==> config.mk <==
export PLATFORM = sky130hd
export DESIGN_NAME = mem_arbiter
export DESIGN_NICKNAME = d
export VERILOG_FILES = /design/src/rtl/arb_pkg.sv /design/src/rtl/rr_pick2.sv /design/src/rtl/mem_arbiter.sv
export SDC_FILE = /design/constraint.sdc
export NUM_CORES = 1
export LEC_CHECK = 0
export ABC_AREA = 0
export CAP_MARGIN = 40
export CORE_AREA = 3 3 122 124
export DETAILED_ROUTE_END_ITERATION = 10
export DIE_AREA = 0 0 125 127
export DONT_BUFFER_PORTS = 1
export MAX_ROUTING_LAYER = met4
export SYNTH_ARGS = -nofsm -noshare
export SYNTH_HDL_FRONTEND = slang
export SYNTH_SLANG_ARGS = --single-unit
==> constraint.sdc <==
create_clock -name i_clk -period 5.9 [get_ports i_clk]
set_clock_uncertainty 0.2 [all_clocks]
set_input_delay 1.18 -clock i_clk [delete_from_list [all_inputs] [get_ports i_clk]]
set_output_delay 1.18 -clock i_clk [all_outputs]
set_load 0.05 [all_outputs]
==> src/rtl/arb_pkg.sv <==
// Shared types for the data-memory arbiter.
//   arb_state_e : access sequencer states
//   arb_mid_t   : master identifier (0 = load/store path, 1 = debug/boot loader)
//   ARB_CNT_W   : width of the memory-latency counter (MEM_LAT up to 15)
package arb_pkg;

  localparam int ARB_CNT_W = 4;

  typedef enum logic [1:0] {
    IDLE,
    ISSUE,
    WAIT,
    RESP
  } arb_state_e;

  typedef logic arb_mid_t;

endpackage

==> src/rtl/rr_pick2.sv <==
// Combinational 2-way round-robin selector.
//   req_i[1:0]   : pending requests (bit n = master n)
//   last_owner_i : master that owned the previous access
//   lock_i       : master-1 lock; masks master 0 while master 1 was last owner
//   winner_o     : selected master (meaningful only with valid_o)
//   valid_o      : at least one eligible request
module rr_pick2
  import arb_pkg::*;
(
  input  logic [1:0] req_i,
  input  logic       last_owner_i,
  input  logic       lock_i,
  output logic       winner_o,
  output logic       valid_o
);

  logic [1:0] eff;
  arb_mid_t   pick;

  always_comb begin
    eff = req_i;
    // Lock only holds the bus once master 1 already owns it.
    if (lock_i && last_owner_i) begin
      eff[0] = 1'b0;
    end
    valid_o = |eff;
    pick    = 1'b0;
    if (eff == 2'b11) begin
      pick = ~last_owner_i;
    end else if (eff[1]) begin
      pick = 1'b1;
    end
    winner_o = pick;
  end

endmodule

==> src/rtl/mem_arbiter.sv <==
// Two-master arbiter and access sequencer for the single-port data memory.
// Each access runs IDLE -> ISSUE -> WAIT (MEM_LAT cycles) -> RESP -> IDLE.
// Optional feature macro: ARB_LOCK_EN adds i_m1_lock (master-1 bus lock).
// Ports:
//   i_clk, i_rst                 : clock, async active-high reset
//   i_mN_req/wren/addr/wdata/bmask : master N access request and payload
//   i_m1_lock                    : bus lock (ARB_LOCK_EN only)
//   o_mN_gnt, o_mN_done          : one-cycle grant / completion pulses
//   o_mN_rdata                   : per-master read data, held until next read
//   o_mem_req/wren/addr/wdata/bmask, i_mem_rdata : memory port
//   o_busy                       : sequencer not in IDLE
module mem_arbiter
  import arb_pkg::*;
#(
  parameter int MEM_LAT = 1,
  parameter int ADDR_W  = 32
) (
  input  logic              i_clk,
  input  logic              i_rst,
  input  logic              i_m0_req,
  input  logic              i_m0_wren,
  input  logic [ADDR_W-1:0] i_m0_addr,
  input  logic [31:0]       i_m0_wdata,
  input  logic [3:0]        i_m0_bmask,
  input  logic              i_m1_req,
  input  logic              i_m1_wren,
  input  logic [ADDR_W-1:0] i_m1_addr,
  input  logic [31:0]       i_m1_wdata,
  input  logic [3:0]        i_m1_bmask,
`ifdef ARB_LOCK_EN
  input  logic              i_m1_lock,
`endif
  output logic              o_m0_gnt,
  output logic              o_m1_gnt,
  output logic              o_m0_done,
  output logic              o_m1_done,
  output logic [31:0]       o_m0_rdata,
  output logic [31:0]       o_m1_rdata,
  output logic              o_mem_req,
  output logic              o_mem_wren,
  output logic [ADDR_W-1:0] o_mem_addr,
  output logic [31:0]       o_mem_wdata,
  output logic [3:0]        o_mem_bmask,
  input  logic [31:0]       i_mem_rdata,
  output logic              o_busy
);

  arb_state_e           state_q, state_d;
  logic [ARB_CNT_W-1:0] cnt_q, cnt_d;
  arb_mid_t             last_q, last_d;
  arb_mid_t             owner_q, owner_d;
  logic                 wren_q, wren_d;
  logic [ADDR_W-1:0]    addr_q, addr_d;
  logic [31:0]          wdata_q, wdata_d;
  logic [3:0]           bmask_q, bmask_d;
  logic [31:0]          rd0_q, rd0_d;
  logic [31:0]          rd1_q, rd1_d;

  logic lock;
  logic pick_win;
  logic pick_vld;

`ifdef ARB_LOCK_EN
  assign lock = i_m1_lock;
`else
  assign lock = 1'b0;
`endif

  rr_pick2 u_pick (
    .req_i        ({i_m1_req, i_m0_req}),
    .last_owner_i (last_q),
    .lock_i       (lock),
    .winner_o     (pick_win),
    .valid_o      (pick_vld)
  );

  always_ff @(posedge i_clk or posedge i_rst) begin
    if (i_rst) begin
      state_q <= IDLE;
      cnt_q   <= '0;
      last_q  <= 1'b1;
      owner_q <= 1'b0;
      wren_q  <= 1'b0;
      addr_q  <= '0;
      wdata_q <= '0;
      bmask_q <= '0;
      rd0_q   <= '0;
      rd1_q   <= '0;
    end else begin
      state_q <= state_d;
      cnt_q   <= cnt_d;
      last_q  <= last_d;
      owner_q <= owner_d;
      wren_q  <= wren_d;
      addr_q  <= addr_d;
      wdata_q <= wdata_d;
      bmask_q <= bmask_d;
      rd0_q   <= rd0_d;
      rd1_q   <= rd1_d;
    end
  end

  always_comb begin
    state_d    = state_q;
    cnt_d      = cnt_q;
    last_d     = last_q;
    owner_d    = owner_q;
    wren_d     = wren_q;
    addr_d     = addr_q;
    wdata_d    = wdata_q;
    bmask_d    = bmask_q;
    rd0_d      = rd0_q;
    rd1_d      = rd1_q;
    o_m0_gnt   = 1'b0;
    o_m1_gnt   = 1'b0;
    o_m0_done  = 1'b0;
    o_m1_done  = 1'b0;
    o_mem_req  = 1'b0;
    o_mem_wren = 1'b0;

    case (state_q)
      IDLE: begin
        if (pick_vld) begin
          state_d = ISSUE;
          owner_d = pick_win;
          last_d  = pick_win;
          if (pick_win == 1'b0) begin
            wren_d  = i_m0_wren;
            addr_d  = i_m0_addr;
            wdata_d = i_m0_wdata;
            bmask_d = i_m0_bmask;
          end else begin
            wren_d  = i_m1_wren;
            addr_d  = i_m1_addr;
            wdata_d = i_m1_wdata;
            bmask_d = i_m1_bmask;
          end
        end
      end
      ISSUE: begin
        o_mem_req  = 1'b1;
        o_mem_wren = wren_q;
        o_m0_gnt   = (owner_q == 1'b0);
        o_m1_gnt   = (owner_q == 1'b1);
        cnt_d      = ARB_CNT_W'(MEM_LAT);
        state_d    = WAIT;
      end
      WAIT: begin
        cnt_d = cnt_q - ARB_CNT_W'(1);
        // Count value 1 marks the final latency cycle: read data is valid now.
        if (cnt_q == ARB_CNT_W'(1)) begin
          state_d = RESP;
          if (!wren_q) begin
            if (owner_q == 1'b0) begin
              rd0_d = i_mem_rdata;
            end else begin
              rd1_d = i_mem_rdata;
            end
          end
        end
      end
      RESP: begin
        o_m0_done = (owner_q == 1'b0);
        o_m1_done = (owner_q == 1'b1);
        state_d   = IDLE;
      end
      default: begin
        state_d = IDLE;
      end
    endcase
  end

  assign o_mem_addr  = addr_q;
  assign o_mem_wdata = wdata_q;
  assign o_mem_bmask = bmask_q;
  assign o_m0_rdata  = rd0_q;
  assign o_m1_rdata  = rd1_q;
  assign o_busy      = (state_q != IDLE);

endmodule

==> reports/metrics.cfg, run 1 <==
[placement]
io_buffers=0
dpl.hpwl_mm=10.9
globalplace.congestion=0.812

[setup_path]
setup.worst_path.start=state_q[1]
crit_path_end_kind=output port
reg2reg_from=state_q[0]
start_kind=flip-flop
required_ps=4520
critPathMaxFanout=4
critical_path_class=flip-flop to output port
cp.arrival_ps=2050

[clocking]
cts_max_level=4
cts_buffers=17
cts_hold_buffers=0
root_buffer=clkbuf_16
cts.clk_slew.worst_paths_ps=60
cts_tree=yes
clk_path_buf_depth=2
cts_sinks=141
cts_resized=0
cts_setup_buffers=0
worstSkewPairLatency_ps=410

[floorplan]
die_w_um=125
ios=313
initial_core_util_pct=43.6
rows=43
core_area_um2=13900
fp.dieArea_um2=15900
die_h_um=127

[global_routing]
grt_pass1_wl_mm=22.1
grt-ovfl-total=0
grt_pass1_vias=3772
grt_max_degree=88
antenna_found_initial=0
track_usage_pct=18.6

[sta]
finalHoldViolCount=0
rsz0062_at_grt=false
timing.final.crit_period_ps=3430
max_freq_mhz=291
slew_viol_final=0
tightest_slew_ps=772
finalCritPeriodShare_pct=58.2
tns_ps=0
slew_headroom_pct=48.6
finalSetupViolCount=0

[synthesis]
synth_cell_types=32
synth_top_area_cell=dfrtp_1
yosysSeqAreaShare_pct=58.3
synth_cells=485
synth_nets=666
avgSynthCellArea_um2=12.5
ys_warn_count=0
synth_area_um2=6050
synth_top_area_share_pct=57.9
ys_ff_latch=141
synth_area_leaders=dfrtp_1 58%, mux2_2 12%, mux2i_1 11%

[routing]
drt-initial-drc-count=154
wl_per_cell_um=21.3
drcViolationCount=0
drt_wl_total_mm=14.4
final_antenna_net_count=0
vias_per_cell=5.28
vias=3566
first_pass_iters=4

[finish]
syn_to_final_growth_pct=13.7
final_nets=664
drive_above_1_share_pct=22.6
multiInputGateArea_um2=2350
fillers=1193
final-seq-area_um2=3530
antenna_cells=0

[job]
maxCapViolCount=0

[run_status]
outcome=completed

[worst_hold_path]
hold_start=last_q
hold_path.class=flip-flop to flip-flop

layout make-up:
| cell class | instances | area share, % |
|---|---|---|
| Clock inverter | 9 | 2.31 |
| Timing Repair Buffer | 9 | 1.56 |
| Multi-Input combinational cell | 307 | 34.2 |
| Clock buffer | 22 | 6.89 |
| Inverter | 7 | 0.455 |
| Sequential cell | 141 | 51.3 |
| Tap cell | 180 | 3.27 |
placed cells by master (no fill, tap or decap), types with 3 or more instances in the layout:
cell,n
mux2_2,63
nand2_1,71
o21ai_0,71
ha_1,7
inv_1,6
mux2_4,3
and2_1,3
bufinv_16,4
clkbuf_8,3
buf_4,6
mux2i_1,69
clkbuf_16,17
dfrtp_1,140
state kept, by name, indices dropped and copies added (netlist names):
register     count
wren_q           1
o_m1_rdata      32
owner_q          1
o_mem_addr      32
state_q          2
o_m0_rdata      32
o_mem_wdata     32
cnt_q            4
last_q           1
o_mem_bmask      4
per-layer routing:
layer  wire length, µm  track usage (%)  share of wire [%]
met2              7120             29.2                 50
met3              1560             8.57                 11
met4               226             6.31                1.6
met5                 0                -                  0
met1              5450             21.2                 38
final timing paths:
check,end,slack [ps],depth (start not counted)
worst max-delay path,o_m1_gnt,2470,3
worst min-delay path,last_q,340,2
worst max register to register,o_m1_rdata[14],3160,6
worst min register to register,last_q,340,2
max in group asynchronous,o_mem_wdata[16],3690,2
min in group asynchronous,o_mem_addr[30],570,1
stage by stage:
stage,setup slack [ps],hold slack [ps],utilization [%],cell area [µm²],cells
after floorplan,740,285,-,6050,485
after global placement,2640,318,44.4,6170,639
after detailed placement,2840,325,44.8,6220,643
after CTS,2420,337,49.4,6850,674
after global routing,2360,386,49.5,6880,675
final,2470,335,49.5,6880,675
Yosys cell counts:
| cell | number |
|---|---|
| buf_4 | 4 |
| nor2_1 | 1 |
| mux2_4 | 3 |
| buf_1 | 2 |
| o21ai_0 | 72 |
| o22ai_1 | 1 |
| nor3b_2 | 1 |
| buf_6 | 3 |
| o32a_1 | 1 |
| mux2i_1 | 69 |
| nand3_1 | 1 |
| o311ai_0 | 1 |
| and2_1 | 3 |
| a31oi_1 | 1 |
| clkbuf_1 | 9 |
| buf_2 | 12 |
| or3b_2 | 1 |
| ha_1 | 7 |
| inv_1 | 7 |
| a21oi_1 | 2 |
| or3_1 | 1 |
| a32o_1 | 1 |
| nand2_1 | 71 |
| nand2b_1 | 1 |
| dfstp_2 | 1 |
| a21bo_2 | 1 |
| nor3b_1 | 1 |
| nand4b_2 | 1 |
| nand4bb_1 | 1 |
| nor2b_1 | 2 |
| mux2_2 | 63 |
| dfrtp_1 | 140 |
critical path: stages, from the launching register on:
cell     delay, ps
dfrtp_1        400
inv_1          110
ha_1           570
and2_1         560
kinds of logic (layout without fill, tap and decap cells):
group                      count (synthesis)  in the layout  share of synthesized area (%)
DFF                                      141            141                           58.3
muxes                                    135            135                           23.9
and+or+nand+nor                           85             85                           6.18
AOI/OAI and AO/OA                         80             80                           6.97
buffers and inverters                     37             47                           3.16
adders and majority gates                  7              7                           1.45
Power of run 1 is left out: the tool's default activity adds up to more than one toggle a clock period on the data nets, which glitch-free logic cannot reach.
==> run 2, diff against run 1 <==
==> constraint.sdc (replaced) <==
create_clock -name i_clk -period 3.2 [get_ports i_clk]
set_clock_uncertainty 0.2 [all_clocks]
set_input_delay 0.64 -clock i_clk [delete_from_list [all_inputs] [get_ports i_clk]]
set_output_delay 0.64 -clock i_clk [all_outputs]
set_load 0.05 [all_outputs]
==> run 2 against run 1 <==
Final cell count up 0.59%. Flip-flop and latch count unchanged. Global-route usage down 0.26 points. Routed wire length down 2.6%. Utilization down 0.47 points. Worst setup slack worse by 1900 ps. First-iteration DRC count down 10%. Non-clock buffer count up 3. Via count up 0.98%. Hold slack worse by 290 ps. Critical path depth up 3.
==> reports/metrics.cfg, run 2 (synthesis gave the netlist of run 1 again) <==
[run_status]
outcome=completed

[sta]
finalHoldViolCount=0  ; unchanged
rsz0062_at_grt=false
tns_ps=0  ; unchanged
max_freq_mhz=373
slew_viol_final=0  ; unchanged
slew_headroom_pct=56.5  ; +7.9 points
tightest_slew_ps=653  ; -119 ps
finalSetupViolCount=0  ; unchanged
finalCritPeriodShare_pct=83.8
timing.final.crit_period_ps=2680

[routing]
vias_per_cell=5.30  ; +0.39%
drt_wl_total_mm=14.0  ; -2.6%
first_pass_iters=4  ; unchanged
drcViolationCount=0  ; unchanged
vias=3601  ; +0.98%
drt-initial-drc-count=138  ; -10%
final_antenna_net_count=0  ; unchanged
wl_per_cell_um=20.6  ; -3.2%

[finish]
final-seq-area_um2=3530  ; unchanged
layout_commonest_cell=dfrtp_1
design_area_um2=6810  ; -0.95%
post-route-util_pct=49.1  ; -0.47 points
antenna_cells=0  ; unchanged
multiInputGateArea_um2=2350  ; unchanged
final_cell_mix=140 x dfrtp_1, 71 x nand2_1, 71 x o21ai_0, 69 x mux2i_1, 63 x mux2_2
syn_to_final_growth_pct=12.6
fillers=1236  ; +3.6%
drive_above_1_share_pct=23.6  ; +1.0 points
final_nets=667  ; +0.45%

[global_routing]
grt-ovfl-total=0  ; unchanged
antenna_found_initial=0  ; unchanged
grt_pass1_wl_mm=21.9  ; -0.68%
grt_max_degree=77  ; -13%
track_usage_pct=18.3  ; -0.26 points
grt_pass1_vias=3882  ; +2.9%

[setup_path]
start_kind=flip-flop
r2r_cells=6  ; unchanged
r2r-end=o_m1_rdata[1]
required_ps=3300  ; -1220 ps
r2r_slack_ps=520  ; -2640 ps
setup.worst_path.start=state_q[0]
worstSetupEndpoint=o_m1_rdata[1]
crit_path_end_kind=flip-flop
reg2reg_from=state_q[0]
critical_path_class=flip-flop to flip-flop
cp.arrival_ps=2780  ; +730 ps
critPathMaxFanout=18  ; +14

[clocking]
cts_max_level=4  ; unchanged
cts_tree=yes
worstSkewPairLatency_ps=420  ; about the same
clk_path_buf_depth=2  ; unchanged
cts_buffers=17  ; unchanged
cts_setup_buffers=0  ; unchanged
cts_hold_buffers=0  ; unchanged
root_buffer=clkbuf_16
cts.clk_slew.worst_paths_ps=60  ; about the same
cts_sinks=141  ; unchanged
cts_resized=0  ; unchanged

[floorplan]
rows=43  ; unchanged
core_area_um2=13900  ; unchanged
ios=313  ; unchanged
die_h_um=127  ; unchanged
fp.dieArea_um2=15900  ; unchanged
initial_core_util_pct=43.6  ; unchanged
die_w_um=125  ; unchanged

[job]
maxCapViolCount=0  ; unchanged

[placement]
dpl.hpwl_mm=10.7  ; -1.9%
io_buffers=0  ; unchanged
placed_cell_area_um2=6240  ; +0.34%
globalplace.congestion=0.807  ; -0.62%

[worst_hold_path]
hold_path.class=primary input to asynchronous set/reset pin

-- run 2: how the worst min path moves through the flow --
stage | slack [ps] | end
5_1_grt | 70 | wren_q
4_1_cts | 40 | state_q[0]
6_report | 40 | state_q[1]
3_3_place_gp | 320 | last_q
3_5_place_dp | 330 | last_q
2_1_floorplan | 280 | wren_q
-- run 2: worst max-delay path: stages, from the launching register on --
cell and delay (ps):
dfrtp_1 410, inv_1 120, ha_1 280, nor3b_2 290, nand4b_2 560, buf_4 420, mux2_2 290
-- run 2: final cells by class --
class,instances,area share (%)
clock buffers,17,6.24
clock inverters,15,2.19
inverters,7,0.441
multi-input cells,307,34.5
flip-flops and latches,141,51.8
well taps,180,3.31
repair buffers,12,1.51
-- run 2: layer usage --
metal | vias up | global-route usage, % | wire (µm)
met3 | 17 | 7.40 | 1330
li1 | 1686 | - | -
met1 | 1699 | 20.1 | 5190
met2 | 199 | 30.4 | 7250
met5 | - | - | 0
met4 | 0 | 6.51 | 204
-- run 2: metrics by stage --
stage	setup WS [ps]	hold WS, ps	std cells
floorplan	598	285	485
global placement	635	320	647
detailed placement	511	330	647
CTS	492	39.4	679
global route	338	66.2	679
finish	518	44.7	679
Power of run 2 is left out for the same reason.
==> run 3, diff against run 2 <==
==> constraint.sdc (replaced) <==
create_clock -name i_clk -period 2.6 [get_ports i_clk]
set_clock_uncertainty 0.2 [all_clocks]
set_input_delay 0.52 -clock i_clk [delete_from_list [all_inputs] [get_ports i_clk]]
set_output_delay 0.52 -clock i_clk [all_outputs]
set_load 0.05 [all_outputs]
==> run 3 against run 2 <==
Via count up 1.6%. Utilization rose by 0.89 points. Register-to-register slack got worse by 30 ps. Flip-flop and latch count did not move. Largest cell class unchanged.
==> reports/metrics.cfg, run 3 (synthesis gave the netlist of run 1 again) <==
[placement]
io_buffers=0  ; unchanged
globalplace.congestion=0.806  ; -0.16%
dpl.hpwl_mm=10.8  ; +1.6%

[clocking]
clk_path_buf_depth=2  ; unchanged
cts_resized=0  ; unchanged
cts_setup_buffers=0  ; unchanged
cts_buffers=17  ; unchanged
cts.clk_slew.worst_paths_ps=60  ; about the same
worstSkewPairLatency_ps=400  ; -20 ps
root_buffer=clkbuf_16
cts_tree=yes
cts_hold_buffers=2  ; +2
cts_sinks=141  ; unchanged
cts_max_level=4  ; unchanged

[global_routing]
track_usage_pct=18.4  ; +0.039 points
grt_pass1_wl_mm=22.2  ; +1.1%
antenna_found_initial=0  ; unchanged
grt_pass1_vias=3859  ; -0.59%
grt-ovfl-total=0  ; unchanged
grt_max_degree=71  ; -7.8%

[setup_path]
cpLargestDelayFamily=flip-flops
crit_path_end_kind=output port
cpPeakStageDelay_ps=410  ; -150 ps
slowest_stage=dfrtp_1
required_ps=1880  ; -1420 ps
start_kind=flip-flop
critPathMaxFanout=4  ; -14
critical_path.cell_chain=inv_1, ha_1, nor2b_1, buf_4
cp_num_buf_inv=2  ; unchanged
cp.arrival_ps=1590  ; -1190 ps
critical_path_class=flip-flop to output port

[floorplan]
die_w_um=125  ; unchanged
initial_core_util_pct=43.6  ; unchanged
core_area_um2=13900  ; unchanged
fp.dieArea_um2=15900  ; unchanged
die_h_um=127  ; unchanged
ios=313  ; unchanged
rows=43  ; unchanged

[routing]
drt-initial-drc-count=105  ; -24%
drt_wl_total_mm=14.2  ; +1.4%
drcViolationCount=0  ; unchanged
final_antenna_net_count=0  ; unchanged
vias=3660  ; +1.6%
vias_per_cell=5.37  ; +1.2%
wl_per_cell_um=20.8  ; +0.98%
first_pass_iters=4  ; unchanged

[finish]
antenna_cells=0  ; unchanged
syn_to_final_growth_pct=14.7
layout_commonest_cell=dfrtp_1
final_cell_mix=140 x dfrtp_1, 71 x nand2_1, 71 x o21ai_0, 69 x mux2i_1, 63 x mux2_2
final_nets=670  ; +0.45%
drive_above_1_share_pct=23.5  ; -0.14 points

[sta]
max_freq_mhz=433
rsz0062_at_grt=false
finalSetupViolCount=0  ; unchanged
tightest_slew_ps=551  ; -103 ps
timing.final.crit_period_ps=2310
finalHoldViolCount=0  ; unchanged
slew_headroom_pct=63.2  ; +6.8 points
slew_viol_final=0  ; unchanged
tns_ps=0  ; unchanged
finalCritPeriodShare_pct=88.9

[run_status]
outcome=completed

[job]
maxCapViolCount=0  ; unchanged

[worst_hold_path]
hold_path.class=primary input to flip-flop

-- run 3: through the flow --
stage	std cells	util [%]	setup WS, ps	hold WS [ps]	cell area [µm²]
final	682	50.0	288	61.8	6940
after global routing	682	50.0	176	30.8	6940
after CTS	682	50.0	240	41.3	6940
after detailed placement	648	45.4	512	270	6310
after global placement	648	45.4	613	271	6310
after floorplan	485	-	118	285	6050
-- run 3: path summary, 6_finish.rpt --
kind                            startpoint        endpoint  slack, ps  cells past startpoint
setup / recovery                state_q[1]        o_m0_gnt        290                      4
hold / removal             i_mem_rdata[20]  o_m0_rdata[20]         60                      1
setup reg to reg                state_q[0]  o_m0_rdata[29]        490                      6
hold reg to reg                     last_q          last_q        340                      2
max in group asynchronous            i_rst          last_q       1090                      3
min in group asynchronous            i_rst          wren_q        440                      2
-- run 3: final cells by class --
type | count | area, µm²
fillers | 1191 | 6940
flip-flops and latches | 141 | 3530
multi-input cells | 307 | 2350
clock buffers | 19 | 443
well taps | 180 | 225
repair buffers | 15 | 193
clock inverters | 13 | 165
inverters | 7 | 30.0
-- run 3: routing by layer --
| layer | part of all wire (%) | wire, µm | up-vias | track usage, % |
|---|---|---|---|---|
| met2 | 53 | 7470 | 203 | 31.5 |
| met4 | 1.3 | 179 | 0 | 4.91 |
| li1 | - | - | 1699 | - |
| met5 | 0 | 0 | - | - |
| met3 | 9.1 | 1290 | 12 | 7.44 |
| met1 | 37 | 5230 | 1746 | 19.9 |
Power of run 3 is left out for the same reason.
